File: config.mk
export PLATFORM = sky130hd
export DESIGN_NAME = snoop_responder_flat
export DESIGN_NICKNAME = d
export VERILOG_FILES = /design/src/rtl/coherence_pkg.sv /design/src/rtl/snoop_responder_if.sv /design/src/rtl/snoop_responder.sv /design/src/flat_wrapper.sv
export SDC_FILE = /design/constraint.sdc
export NUM_CORES = 1
export LEC_CHECK = 0
export CAP_MARGIN = 10
export CORE_MARGIN = 3
export CORE_UTILIZATION = 45
export CTS_CLUSTER_SIZE = 20
export DETAILED_ROUTE_END_ITERATION = 16
export PLACE_DENSITY = 0.86
export REMOVE_ABC_BUFFERS = 1
export SYNTH_ARGS = -nofsm -noshare
export SYNTH_HDL_FRONTEND = slang
export SYNTH_SLANG_ARGS = --single-unit
File: constraint.sdc
create_clock -name CLK -period 2.5 [get_ports CLK]
set_clock_uncertainty 0.2 [all_clocks]
set_input_delay 0.25 -clock CLK [delete_from_list [all_inputs] [get_ports CLK]]
set_output_delay 0.25 -clock CLK [all_outputs]
set_load 0.1 [all_outputs]
File: src/rtl/coherence_pkg.sv
// Shared coherence types: MESI encoding, bus word types, snoop responder FSM
// states and the MESI downgrade rule applied when a snoop completes.
package coherence_pkg;

    typedef logic [31:0] word_t;
    typedef logic [63:0] longWord_t;

    typedef enum logic [1:0] {
        I = 2'b00,
        S = 2'b01,
        E = 2'b10,
        M = 2'b11
    } mesi_t;

    typedef enum logic [1:0] {
        IDLE    = 2'b00,
        LOOKUP  = 2'b01,
        RESPOND = 2'b10,
        UPDATE  = 2'b11
    } snoop_state_t;

    // A snooped valid line drops to S for a read, or to I when invalidated.
    function automatic mesi_t snoop_next_state(mesi_t cur, logic inv);
        if (inv || cur == I) return I;
        return S;
    endfunction

endpackage

File: src/rtl/snoop_responder_if.sv
// Coherence bus snoop channel between the bus controller (master) and a
// cache's snoop responder (slave).
interface snoop_responder_if #(
    parameter int BLOCK_SIZE = 2
);
    localparam int DW = 32 * BLOCK_SIZE;

    logic          ccwait;
    logic          ccinv;
    logic [31:0]   ccsnoopaddr;
    logic          ccsnoophit;
    logic          ccexclusivehit;
    logic          ccsnoopdone;
    logic [DW-1:0] dstore;
    logic          dwait;

    modport master (
        output ccwait, ccinv, ccsnoopaddr, dwait,
        input  ccsnoophit, ccexclusivehit, ccsnoopdone, dstore
    );

    modport slave (
        input  ccwait, ccinv, ccsnoopaddr, dwait,
        output ccsnoophit, ccexclusivehit, ccsnoopdone, dstore
    );

endinterface

File: src/rtl/snoop_responder.sv
// Snoop responder: looks up a snooped block in the tag array, answers the bus,
// waits out any writeback of supplied dirty data, then downgrades the line.
module snoop_responder
    import coherence_pkg::*;
#(
    parameter int  BLOCK_SIZE = 2,
    localparam int DW         = 32 * BLOCK_SIZE
) (
    input  logic          CLK,
    input  logic          nRST,
    snoop_responder_if.slave bus,
    output logic          tag_req,
    output word_t         tag_addr,
    input  logic          tag_ack,
    input  logic          tag_hit,
    input  logic [1:0]    tag_state,
    input  logic [DW-1:0] tag_data,
    output logic          state_wen,
    output logic [1:0]    state_new,
    output logic          cpu_stall
);

    snoop_state_t  state_q, state_d;
    word_t         addr_q;
    logic          inv_q;
    logic          hit_q;
    mesi_t         mesi_q;
    logic [DW-1:0] data_q;
    logic          wb_pending;
    logic          supply;

    // Dirty data handed over on an invalidating snoop must finish its writeback.
    assign wb_pending = inv_q & hit_q & (mesi_q == M);
    assign supply     = hit_q & ((mesi_q == M) | (mesi_q == E));
    assign tag_addr   = addr_q;

    // NOTE: clocked blocks use non-blocking assignments so every flop samples pre-edge values.
    always_ff @(posedge CLK or negedge nRST) begin
        if (!nRST) state_q <= IDLE;
        else       state_q <= state_d;
    end

    always_ff @(posedge CLK or negedge nRST) begin
        if (!nRST) begin
            addr_q <= '0;
            inv_q  <= 1'b0;
            hit_q  <= 1'b0;
            mesi_q <= I;
            data_q <= '0;
        end else begin
            unique case (state_q)
                IDLE: begin
                    if (bus.ccwait) begin
                        addr_q <= bus.ccsnoopaddr;
                        inv_q  <= 1'b0;
                    end
                end
                LOOKUP: begin
                    if (bus.ccinv) inv_q <= 1'b1;
                    if (tag_ack) begin
                        hit_q  <= tag_hit;
                        mesi_q <= mesi_t'(tag_state);
                        data_q <= tag_data;
                    end
                end
                RESPOND: begin
                    if (bus.ccinv) inv_q <= 1'b1;
                end
                default: ;
            endcase
        end
    end

    always_comb begin
        state_d = state_q;
        unique case (state_q)
            IDLE:    if (bus.ccwait) state_d = LOOKUP;
            LOOKUP:  if (tag_ack)    state_d = RESPOND;
            RESPOND: begin
                if (!bus.ccwait && (!wb_pending || !bus.dwait))
                    state_d = hit_q ? UPDATE : IDLE;
            end
            UPDATE:  state_d = IDLE;
            default: state_d = IDLE;
        endcase
    end

    // Outputs decode registered state only, so no bus input reaches a bus output.
    always_comb begin
        // NOTE: every output gets a default first so no latch is inferred.
        tag_req            = 1'b0;
        cpu_stall          = 1'b0;
        state_wen          = 1'b0;
        state_new          = I;
        bus.ccsnoopdone    = 1'b0;
        bus.ccsnoophit     = 1'b0;
        bus.ccexclusivehit = 1'b0;
        bus.dstore         = '0;
        unique case (state_q)
            LOOKUP: begin
                tag_req   = 1'b1;
                cpu_stall = 1'b1;
            end
            RESPOND: begin
                cpu_stall          = 1'b1;
                bus.ccsnoopdone    = 1'b1;
                bus.ccsnoophit     = supply;
                bus.ccexclusivehit = hit_q & (mesi_q != I);
                bus.dstore         = supply ? data_q : '0;
            end
            UPDATE: begin
                cpu_stall = 1'b1;
                state_wen = 1'b1;
                state_new = snoop_next_state(mesi_q, inv_q);
            end
            default: ;
        endcase
    end

endmodule

File: src/flat_wrapper.sv
// flat-port wrapper written by rule: the top's interface ports become plain ports
module snoop_responder_flat import coherence_pkg::*;
#(
    parameter int  BLOCK_SIZE = 2,
    localparam int DW         = 32 * BLOCK_SIZE
)
  (CLK, nRST, tag_req, tag_addr, tag_ack, tag_hit, tag_state, tag_data, state_wen, state_new, cpu_stall, bus_ccwait, bus_ccinv, bus_ccsnoopaddr, bus_dwait, bus_ccsnoophit, bus_ccexclusivehit, bus_ccsnoopdone, bus_dstore);
  snoop_responder_if #(.BLOCK_SIZE(BLOCK_SIZE)) bus_i ();
  input  logic CLK;
  input  logic nRST;
  output logic tag_req;
  output word_t tag_addr;
  input  logic tag_ack;
  input  logic tag_hit;
  input  logic [1:0] tag_state;
  input  logic [DW-1:0] tag_data;
  output logic state_wen;
  output logic [1:0] state_new;
  output logic cpu_stall;
  input wire logic [$bits(bus_i.ccwait)-1:0] bus_ccwait;
  input wire logic [$bits(bus_i.ccinv)-1:0] bus_ccinv;
  input wire logic [$bits(bus_i.ccsnoopaddr)-1:0] bus_ccsnoopaddr;
  input wire logic [$bits(bus_i.dwait)-1:0] bus_dwait;
  output wire logic [$bits(bus_i.ccsnoophit)-1:0] bus_ccsnoophit;
  output wire logic [$bits(bus_i.ccexclusivehit)-1:0] bus_ccexclusivehit;
  output wire logic [$bits(bus_i.ccsnoopdone)-1:0] bus_ccsnoopdone;
  output wire logic [$bits(bus_i.dstore)-1:0] bus_dstore;
  assign bus_i.ccwait = bus_ccwait;
  assign bus_i.ccinv = bus_ccinv;
  assign bus_i.ccsnoopaddr = bus_ccsnoopaddr;
  assign bus_i.dwait = bus_dwait;
  assign bus_ccsnoophit = bus_i.ccsnoophit;
  assign bus_ccexclusivehit = bus_i.ccexclusivehit;
  assign bus_ccsnoopdone = bus_i.ccsnoopdone;
  assign bus_dstore = bus_i.dstore;
  snoop_responder #(.BLOCK_SIZE(BLOCK_SIZE)) u_core (.CLK(CLK), .nRST(nRST), .bus(bus_i), .tag_req(tag_req), .tag_addr(tag_addr), .tag_ack(tag_ack), .tag_hit(tag_hit), .tag_state(tag_state), .tag_data(tag_data), .state_wen(state_wen), .state_new(state_new), .cpu_stall(cpu_stall));
endmodule
# --- Word-level counts from Yosys, hierarchy flattened ---
# Index checks and enable logic that the tools add are counted.
totals:
  elab_cells: 57
  reg_bits: 102
  output_inout_bits: 104
  input_bits: 105
op_classes:
  n_eq_ne: 9
  n_reduce_logical: 16
  muxes: 21
  n_bitwise: 5
op_table:
  columns: ["op", "n"]
  rows:
  - ["2-to-1 mux 64 bit", 2]
  - ["2-to-1 mux 2 bit", 7]
  - ["2-to-1 mux 1 bit", 10]
  - ["equality test 2 bit (second input constant)", 4]
  - ["one-hot mux 2 bit (4 select lines)", 1]
  - ["AND reduction 3 bit", 2]
  - ["AND 1 bit", 4]
  - ["logical NOT 2 bit", 2]
  - ["inequality test 2 x 1 -> 1 bit (second input constant)", 2]
  - ["inequality test 2 bit (second input constant)", 2]
  - ["AND reduction 2 bit", 2]
  - ["nonzero test 2 bit", 2]
  - ["logical NOT 1 bit", 3]
  - ["OR reduction 3 bit", 1]
  - ["equality test 2 x 1 -> 1 bit (second input constant)", 1]
  - ["logical OR 1 bit", 2]
  - ["one-hot mux 1 bit (2 select lines)", 1]
  - ["OR reduction 2 bit", 1]
  - ["logical AND 1 bit", 1]
  - ["OR 1 bit", 1]

# --- Logic depth before layout (Yosys ltp) ---
# Gate-level depths: netlist of run 1.
logic_depth:
  ltp_word: 7
  mapped_depth: 7
  depth_no_buf: 5

# --- Worst setup path before layout of run 1 ---
# No wires, ideal clock.
synth_path:
  path_kind: "register to output"
  start: "register u_core.state_q[0]"
  end: "output state_new[0]"
  slack_ns: -1.491
  n_path_buf: 0
  required_time_ns: 2.050
  arrival_ns: 3.541
  stages_incl_launch_ff: 3
  path_cell_list: "dfrtp_1 > ha_1 > nor3b_1"
synth_between:
  elab_chain_cells: 2
synth_lines:
  columns: ["element", "line", "rtl"]
  rows:
  - ["from (decl)", "snoop_responder.sv:23", "snoop_state_t state_q, state_d;"]
  - ["from (signal assigned)", "snoop_responder.sv:40", "else state_q <= state_d;"]
  - ["equality test 2 bit", "snoop_responder.sv:99", "unique case (state_q)"]
  - ["2-to-1 mux 2 bit", "snoop_responder.sv:99", null]
  - ["to (decl)", "flat_wrapper.sv:18", "output logic [1:0] state_new;"]
# No other way between the ends.

# --- Worst setup path after layout of run 1 ---
layout_path:
  start: "register u_core.state_q[0]"
  end: "output bus_dstore[20]"
layout_between:
  elab_chain_cells: 2
layout_lines:
  columns: ["element", "line", "rtl"]
  rows:
  - ["equality test 2 bit", "snoop_responder.sv:99", null]
  - ["2-to-1 mux 64 bit", "snoop_responder.sv:99", null]
  - ["to (decl)", "flat_wrapper.sv:27", "output wire logic [$bits(bus_i.dstore)-1:0] bus_dstore;"]
# No other way between the ends.

==> flow_summary.json, run 1 <==
{
  "path_buf_inv": 4,
  "final_nets": 630,
  "synth_area_um2": 4510,
  "wirelength_mm": 11.6,
  "io_buffers": 207,
  "syn_avg_cell_area_um2": 14.5,
  "ys.flop_type": "dfrtp_1",
  "grt_first_pass_wirelength_mm": 18.1,
  "antenna_found_initial": 0,
  "n_antenna_cell": 0,
  "reg2reg_to": "u_core.tag_addr[5]",
  "routedWlPerCell_um": 17.8,
  "worst_setup_path_start_kind": "register",
  "clkTransAtPathRegs_ns": 0.10,
  "fmax_mhz": 415,
  "syn_inst": 311,
  "cp-startpoint": "u_core.state_q[0]",
  "start_util_pct": 47.5,
  "crit_path_end_kind": "output pin",
  "utilization_pct": 79.1,
  "die_area_um2": 11300,
  "slew_headroom_pct": 51.2,
  "gp_congestion": 0.801,
  "die_w_um": 106,
  "synthToLayoutAreaGrowth_pct": 66.5,
  "synth_warnings": 0,
  "min-delay-path-class": "input pin to async pin",
  "worstPathCellList": "inv_1 > ha_2 > nand3_2 > inv_4 > buf_6 > and2_1 > buf_12",
  "drc": 0,
  "routed_via_density": 4.87,
  "htree_levels": 3,
  "design.core.area_um2": 9500,
  "clk_latency_ns": 0.35,
  "reg2reg_from": "u_core.state_q[1]",
  "synth_area_leaders": "dfrtp_1 57%, mux2_2 17%, mux2_4 10%, and2_1 8.9%, buf_6 1.7%",
  "fp-row-count": 35,
  "leakage_nw": 3.35,
  "ant_nets": 0,
  "drv_cap": 0,
  "power_density_nw_per_um2": 1330,
  "cts-root-buf": "clkbuf_8",
  "grt_max_degree": 65,
  "slew_violations": 0,
  "layout_common_cells": "103 x clkdlybuf4s50_1, 102 x dfrtp_1, 71 x buf_12",
  "hold_violations": 0,
  "gr-usage-all-layers_pct": 20.4,
  "worstMarginPinSlew_ns": 0.730,
  "layout_commonest_cell": "clkdlybuf4s50_1",
  "status": "finished, final reports clean",
  "worstPathArrival_ns": 1.96,
  "cp_top_family": "buffers and inverters",
  "setup_viol": 0,
  "synth_top_area_share_pct": 56.5,
  "worstSetupPathType": "register to output pin",
  "synth_edf_count": 0,
  "synth_top_cell_by_area": "dfrtp_1",
  "yosys_register_bits": 102,
  "clockBufferDepth": 2,
  "cts_buffers": 9,
  "reg2reg_setup_slack_ns": 0.41,
  "cts_sinks": 102,
  "ios": 209,
  "fin_crit_sh_pct": 96.4,
  "peakVddDrop_mv": 1.24,
  "drive_gt1_share_pct": 43.9,
  "power_mw": 10.0,
  "drt_iter0_drc": 125,
  "path_max_fanout": 10,
  "die_h_um": 106,
  "max_stage_delay_ns": 0.43,
  "yosys.cell_types.count": 26,
  "async_reset_ff_share_pct": 100,
  "layout_min_cycle_time_ns": 2.41,
  "cp.required_ns": 2.05,
  "dr.pass1.iters": 4,
  "vias": 3183,
  "reg2reg_depth": 4,
  "crit_slowest_cell": "dfrtp_1",
  "synth.yosys.seq_area_share_pct": 56.5,
  "grt_pass1_vias": 3477,
  "cts_tree": "done",
  "fillCellCount": 557,
  "dpl.hpwl_mm": 8.84,
  "overflow": 0
}
per-stage QoR:
stage	cells	setup TNS, ns	instance area [µm²]	worst slack, ns	hold slack (ns)
6_report	653	0	7520	0.0893	0.207
5_1_grt	653	-1.02	7520	-0.0377	0.248
4_1_cts	650	-0.0405	7450	-0.00892	0.211
3_5_place_dp	634	0	7260	0.302	0.0569
3_3_place_gp	634	0	7260	0.382	0.0590
2_1_floorplan	293	-214.28	4380	-1.64	-0.246
sequential cells by signal, indices dropped and copies added, names as in the netlist:
register / count
u_core.data_q: 64
u_core.tag_addr: 32
u_core.inv_q: 1
u_core.hit_q: 1
u_core.mesi_q: 2
u_core.state_q: 2
layout make-up:
type / count / area, µm² / area share, %
Clock buffer: 9 / 124 / 1.65
Clock inverter: 6 / 45.0 / 0.599
Inverter: 4 / 17.5 / 0.233
Multi-Input combinational cell: 187 / 1830 / 24.3
Sequential cell: 102 / 2550 / 33.9
Tap cell: 129 / 161 / 2.15
Timing Repair Buffer: 216 / 2790 / 37.1
cell families after synthesis:
group           after synthesis  share of synthesized area (%)
fa+ha+maj                     5                           1.39
flops                       102                           56.5
simple gates                 76                           10.3
buf+inv                      22                           3.33
other cells                   1                         0.0831
compound gates                5                          0.970
mux                         100                           27.4
where the power goes:
group          internal [mW]  total (mW)  switching, mW
Clock                  0.362       0.927          0.565
Combinational           2.13        6.14           4.01
Sequential              2.50        2.93          0.434
Yosys cell counts, types with 2 or more instances:
cell and instances:
nor2_1 2, buf_6 7, buf_2 3, and2_1 64
mux2_1 2, nand2_1 2, inv_1 4, dfrtp_1 102
clkbuf_2 6, mux2_2 67, mux2_4 30, nand3_1 3
ha_1 5, nor3b_1 2
worst max-delay path by stage:
stage / to / slack (ns) / depth (start not counted)
after global placement: bus_dstore[54] / 0.38 / 7
after CTS: bus_dstore[41] / -0.009 / 7
final: bus_dstore[20] / 0.09 / 7
after detailed placement: bus_dstore[25] / 0.30 / 7
after floorplan: u_core.data_q[16] / -1.64 / 4
after global routing: bus_dstore[28] / -0.04 / 7
repair_timing:
item                                    4_1_cts  5_1_grt
setup buffers                                 0        1
hold buffers                                  1        0
gates cloned                                  0        2
endpoints found under the hold margin        38        0
gates resized for setup                       2        8
endpoints found under the setup margin       42       64
pin swaps                                     0        0
per-layer routing:
layer	routed length [µm]	GRT usage [%]	vias up	share of wire (%)
li1	-	-	1461	-
met1	4210	22.4	1566	36
met2	6240	36.8	130	54
met3	853	6.01	26	7.3
met4	322	8.14	0	2.8
met5	0	0	-	0
worst register-to-register path: cells and delay by family (launching register included):
kind,cells,cell delay [ns]
flip-flops,1,0.42
adder cells (fa/ha/maj),1,0.26
multiplexers,1,0.49
AND/OR/NAND/NOR,1,0.44
buffers and inverters,1,0.16
(Power assumes the default switching activity.)
==> run 2: changes to the inputs <==
--- a/config.mk
+++ b/config.mk
@@ -7,11 +7,12 @@
 export LEC_CHECK = 0
 export CAP_MARGIN = 10
 export CORE_MARGIN = 3
-export CORE_UTILIZATION = 45
+export CORE_UTILIZATION = 35
 export CTS_CLUSTER_SIZE = 20
 export DETAILED_ROUTE_END_ITERATION = 16
-export PLACE_DENSITY = 0.86
+export PLACE_DENSITY = 0.7
 export REMOVE_ABC_BUFFERS = 1
+export SKIP_CTS_REPAIR_TIMING = 1
 export SYNTH_ARGS = -nofsm -noshare
 export SYNTH_HDL_FRONTEND = slang
 export SYNTH_SLANG_ARGS = --single-unit
==> run 2 against run 1 <==
Against the previous run:
- total power rose by 5.6%
- first-iteration DRC count is 32% higher
- worst hold slack improved by 0.038 ns
- cell area up 2.9%
- largest cell class unchanged
- largest power group unchanged
- highest routed layer unchanged
==> flow_summary.json, run 2 (synthesized netlist as in run 1, its figures left out) <==
{
  "top_register": "u_core.data_q",
  "place_area_um2": 7330,
  "grt_pass1_vias": 3422,
  "antenna_found_initial": 0,
  "hold_violations": 0,
  "clockBufferDepth": 2,
  "fin_area_um2": 7740,
  "status": "finished, final reports clean",
  "setup_viol": 0,
  "cts_sinks": 102,
  "cts_buffers": 9,
  "fp-row-count": 40,
  "die_area_um2": 14300,
  "overflow": 0,
  "synthToLayoutAreaGrowth_pct": 71.4,
  "ios": 209,
  "design.core.area_um2": 12300,
  "grt_first_pass_wirelength_mm": 18.5,
  "worstMarginPinSlew_ns": 0.762,
  "crit_path_end_kind": "output pin",
  "ant_nets": 0,
  "power_density_nw_per_um2": 1360,
  "clkTransAtPathRegs_ns": 0.07,
  "wirelength_mm": 12.3,
  "drv_cap": 0,
  "drt_iter0_drc": 165,
  "cts-root-buf": "clkbuf_16",
  "layout_min_cycle_time_ns": 2.39,
  "die_h_um": 120,
  "dr.pass1.iters": 5,
  "worst_setup_path_start_kind": "register",
  "largest_register_ffs": 64,
  "leakage_nw": 3.44,
  "n_antenna_cell": 0,
  "layout_commonest_cell": "clkdlybuf4s50_1",
  "fillCellCount": 973,
  "clk_latency_ns": 0.34,
  "slew_violations": 0,
  "gp_congestion": 0.740,
  "drc": 0,
  "final_nets": 631,
  "peakVddDrop_mv": 1.14,
  "drive_gt1_share_pct": 44.3,
  "final-seq-area_um2": 2550,
  "rsz0062_at_grt": "no",
  "routedWlPerCell_um": 17.7,
  "start_util_pct": 36.7,
  "min-delay-path-class": "input pin to async pin",
  "routed_via_density": 4.57,
  "cp.required_ns": 2.05,
  "power_mw": 10.6,
  "layout_common_cells": "103 x clkdlybuf4s50_1, 102 x dfrtp_1, 70 x buf_12",
  "grt_max_degree": 66,
  "slew_headroom_pct": 49.0,
  "dpl.hpwl_mm": 8.62,
  "cts_tree": "done",
  "io_buffers": 207,
  "die_w_um": 120,
  "fin_crit_sh_pct": 95.7,
  "path_max_fanout": 16,
  "htree_levels": 3,
  "vias": 3174,
  "worstPathArrival_ns": 1.94,
  "worstSetupPathType": "register to output pin",
  "multi_input_area_um2": 1830,
  "fmax_mhz": 418,
  "gr-usage-all-layers_pct": 16.5
}
-- run 2: cell count changes in the layout (fill, tap and decap cells not counted), sizes merged --
cell      before  now
bufinv         0    1
inv            6    3
clkinvlp       3    0
clkbuf        10   15
clkinv         1    3
-- run 2: final timing paths --
path,start,end,slack [ns],cells after the start
setup / recovery,u_core.state_q[0],bus_dstore[58],0.11,7
hold / removal,nRST,u_core.data_q[1],0.25,2
setup reg to reg,u_core.state_q[1],u_core.tag_addr[5],0.40,4
hold reg to reg,u_core.data_q[46],u_core.data_q[46],0.30,1
max in group asynchronous,nRST,u_core.tag_addr[9],1.18,3
min in group CLK,u_core.data_q[46],u_core.data_q[46],0.30,1
-- run 2: cell type report --
cell class | instances | share of cell area (%)
Timing Repair Buffer | 217 | 36.3
Sequential cell | 102 | 33.0
Multi-Input combinational cell | 187 | 23.6
Clock buffer | 13 | 3.62
Tap cell | 168 | 2.72
Clock inverter | 3 | 0.517
Inverter | 4 | 0.259
-- run 2: metrics by stage --
stage | util (%) | cells | setup WS, ns | setup TNS, ns | hold slack (ns)
finish | 62.8 | 694 | 0.108 | 0 | 0.245
detailed placement | 59.5 | 674 | 0.392 | 0 | 0.0714
CTS | 62.1 | 690 | -0.0368 | -0.905 | -0.302
global placement | 59.5 | 674 | 0.444 | 0 | 0.0625
floorplan | - | 293 | -1.64 | -214.28 | -0.246
global route | 62.8 | 694 | 0.0128 | 0 | 0.284
-- run 2: critical path, cell delays in order (launching register included) --
cell,delay (ns)
dfrtp_1,0.43
inv_2,0.10
ha_2,0.23
nand3_2,0.13
clkinv_4,0.13
clkbuf_16,0.18
and2_1,0.20
buf_12,0.19
-- run 2: power by group --
part	total (mW)	internal, mW	leakage (nW)	switching, mW
Combinational	6.14	2.13	2.07	4.01
Clock	1.47	0.882	0.162	0.587
Sequential	2.94	2.51	1.20	0.439
-- run 2: routing by layer --
| layer | vias up | GRT usage (%) | share of wire, % |
|---|---|---|---|
| met5 | - | 0 | 0 |
| li1 | 1468 | - | - |
| met2 | 117 | 27.6 | 51 |
| met3 | 22 | 6.93 | 7.6 |
| met1 | 1567 | 19.7 | 39 |
| met4 | 0 | 4.65 | 1.8 |
==> run 3: changes to the inputs <==
--- a/config.mk
+++ b/config.mk
@@ -12,7 +12,6 @@
 export DETAILED_ROUTE_END_ITERATION = 16
 export PLACE_DENSITY = 0.7
 export REMOVE_ABC_BUFFERS = 1
-export SKIP_CTS_REPAIR_TIMING = 1
 export SYNTH_ARGS = -nofsm -noshare
 export SYNTH_HDL_FRONTEND = slang
 export SYNTH_SLANG_ARGS = --single-unit
==> run 3 against run 2 <==
Against the previous run:
- clock power hardly changed
- setup slack lost 0.026 ns
- global-route usage up 0.71 points
- via count is 0.13% higher
- sequential power about the same
- die area is the same
- maximum frequency fell by 1.1%
- cell area rose by 0.11%
- largest power group unchanged
==> flow_summary.json, run 3 (synthesized netlist as in run 1, its figures left out) <==
{
  "synthToLayoutAreaGrowth_pct": 71.6,
  "grt_pass1_vias": 3473,
  "switchingPower_mw": 5.04,
  "rsz0062_at_grt": "yes",
  "largest_register_ffs": 64,
  "min-delay-path-class": "input pin to async pin",
  "antenna_found_initial": 0,
  "slew_violations": 0,
  "gr-usage-all-layers_pct": 17.3,
  "worst_setup_path_start_kind": "register",
  "drc": 0,
  "vias": 3178,
  "power.internal_mw": 5.53,
  "fin_area_um2": 7750,
  "drv_cap": 0,
  "post-cts-setup-buffer-count": 0,
  "overflow": 0,
  "ant_nets": 0,
  "ios": 209,
  "switching_share_pct": 47.7,
  "fmax_mhz": 413,
  "drive_gt1_share_pct": 44.6,
  "drt_iter0_drc": 157,
  "fin_crit_sh_pct": 96.7,
  "setup_viol": 0,
  "start_util_pct": 36.7,
  "cts_tree": "done",
  "cts-root-buf": "clkbuf_16",
  "pwr-share-seq_pct": 27.9,
  "hold_violations": 0,
  "cp.required_ns": 2.05,
  "grt_max_degree": 52,
  "power_density_nw_per_um2": 1360,
  "clkTransAtPathRegs_ns": 0.07,
  "die_h_um": 120,
  "peakVddDrop_mv": 1.14,
  "dr.pass1.iters": 4,
  "place_area_um2": 7330,
  "die_area_um2": 14300,
  "routed_via_density": 4.59,
  "comb_power_share_pct": 58.2,
  "io_buffers": 207,
  "leakage_nw": 3.44,
  "grt_first_pass_wirelength_mm": 19.2,
  "slew_headroom_pct": 48.6,
  "status": "finished, final reports clean",
  "design.core.area_um2": 12300,
  "utilization_pct": 62.9,
  "worstPathArrival_ns": 1.97,
  "layout_commonest_cell": "clkdlybuf4s50_1",
  "worstMarginPinSlew_ns": 0.769,
  "top_register": "u_core.data_q",
  "gp_congestion": 0.740,
  "dpl.hpwl_mm": 8.62,
  "layout_min_cycle_time_ns": 2.42,
  "clk_latency_ns": 0.34,
  "htree_levels": 3,
  "routedWlPerCell_um": 17.4,
  "cts_buffers": 9,
  "final_nets": 630,
  "wirelength_mm": 12.1,
  "worstSetupPathType": "register to output pin",
  "crit_path_end_kind": "output pin",
  "clockBufferDepth": 2,
  "die_w_um": 120,
  "clock_power_share_pct": 13.9,
  "fp-row-count": 40,
  "path_max_fanout": 16,
  "n_antenna_cell": 0,
  "cts_sinks": 102,
  "layout_common_cells": "103 x clkdlybuf4s50_1, 101 x dfrtp_1, 70 x buf_12"
}
-- run 3: changes by cell type in the layout (fill, tap and decap cells not counted), sizes merged --
cell / change
clkbuf: -2
bufbuf: +1
-- run 3: power by group through the flow --
| stage | logic, mW | clock network, mW | registers, mW |
|---|---|---|---|
| 5_1_grt | 6.36 | 1.59 | 3.06 |
| 3_5_place_dp | 6.12 | 0 | 2.96 |
| 2_1_floorplan | 2.67 | 0 | 4.78 |
| 3_3_place_gp | 6.03 | 0 | 2.92 |
| 6_report | 6.15 | 1.47 | 2.95 |
| 4_1_cts | 6.20 | 1.52 | 2.95 |
-- run 3: worst paths after layout --
check                             startpoint                  to  slack, ns  cells after the start
max                        u_core.state_q[0]      bus_dstore[35]       0.08                      7
min                                     nRST    u_core.data_q[1]       0.24                      2
max reg2reg                u_core.state_q[1]  u_core.tag_addr[5]       0.37                      4
min reg2reg                u_core.data_q[20]   u_core.data_q[20]       0.30                      1
max in group asynchronous               nRST   u_core.state_q[0]       1.16                      3
min in group CLK           u_core.data_q[20]   u_core.data_q[20]       0.30                      1
-- run 3: cell type report --
type                            count  area (µm²)
Clock buffer                       13         280
Clock inverter                      3        40.0
Fill cell                         971        4570
Inverter                            4        20.0
Multi-Input combinational cell    187        1840
Sequential cell                   102        2550
Tap cell                          168         210
Timing Repair Buffer              216        2800
-- run 3: layer usage --
layer	wire (µm)	track usage (%)
met1	4840	20.4
met5	0	0
met3	899	6.93
met2	6130	29.2
met4	189	4.58
-- run 3: repair_timing --
| item | 4_1_cts | 5_1_grt |
|---|---|---|
| resized for setup | 7 | 3 |
| endpoints found under the setup margin | 64 | 16 |
| pin swaps | 0 | 0 |
| hold buffers | 1 | 0 |
| cloned | 2 | 0 |
| endpoints found under the hold margin | 37 | 0 |
-- run 3: critical path: stages, from the launching register on --
cell and delay, ns:
dfrtp_2 0.44, inv_2 0.11, ha_4 0.16, nand3_2 0.11, clkinv_4 0.11, bufbuf_16 0.30, and2_1 0.19, buf_12 0.19
-- run 3: through the flow --
step / power, mW / setup WS [ns] / std cells / hold slack (ns) / TNS, ns
global route: 11.0 / -0.0104 / 693 / 0.284 / -0.0319
global placement: 8.95 / 0.444 / 674 / 0.0625 / 0
CTS: 10.7 / 0.0407 / 693 / 0.257 / 0
floorplan: 7.45 / -1.64 / 293 / -0.246 / -214.28
finish: 10.6 / 0.0816 / 693 / 0.241 / 0
detailed placement: 9.07 / 0.392 / 674 / 0.0714 / 0
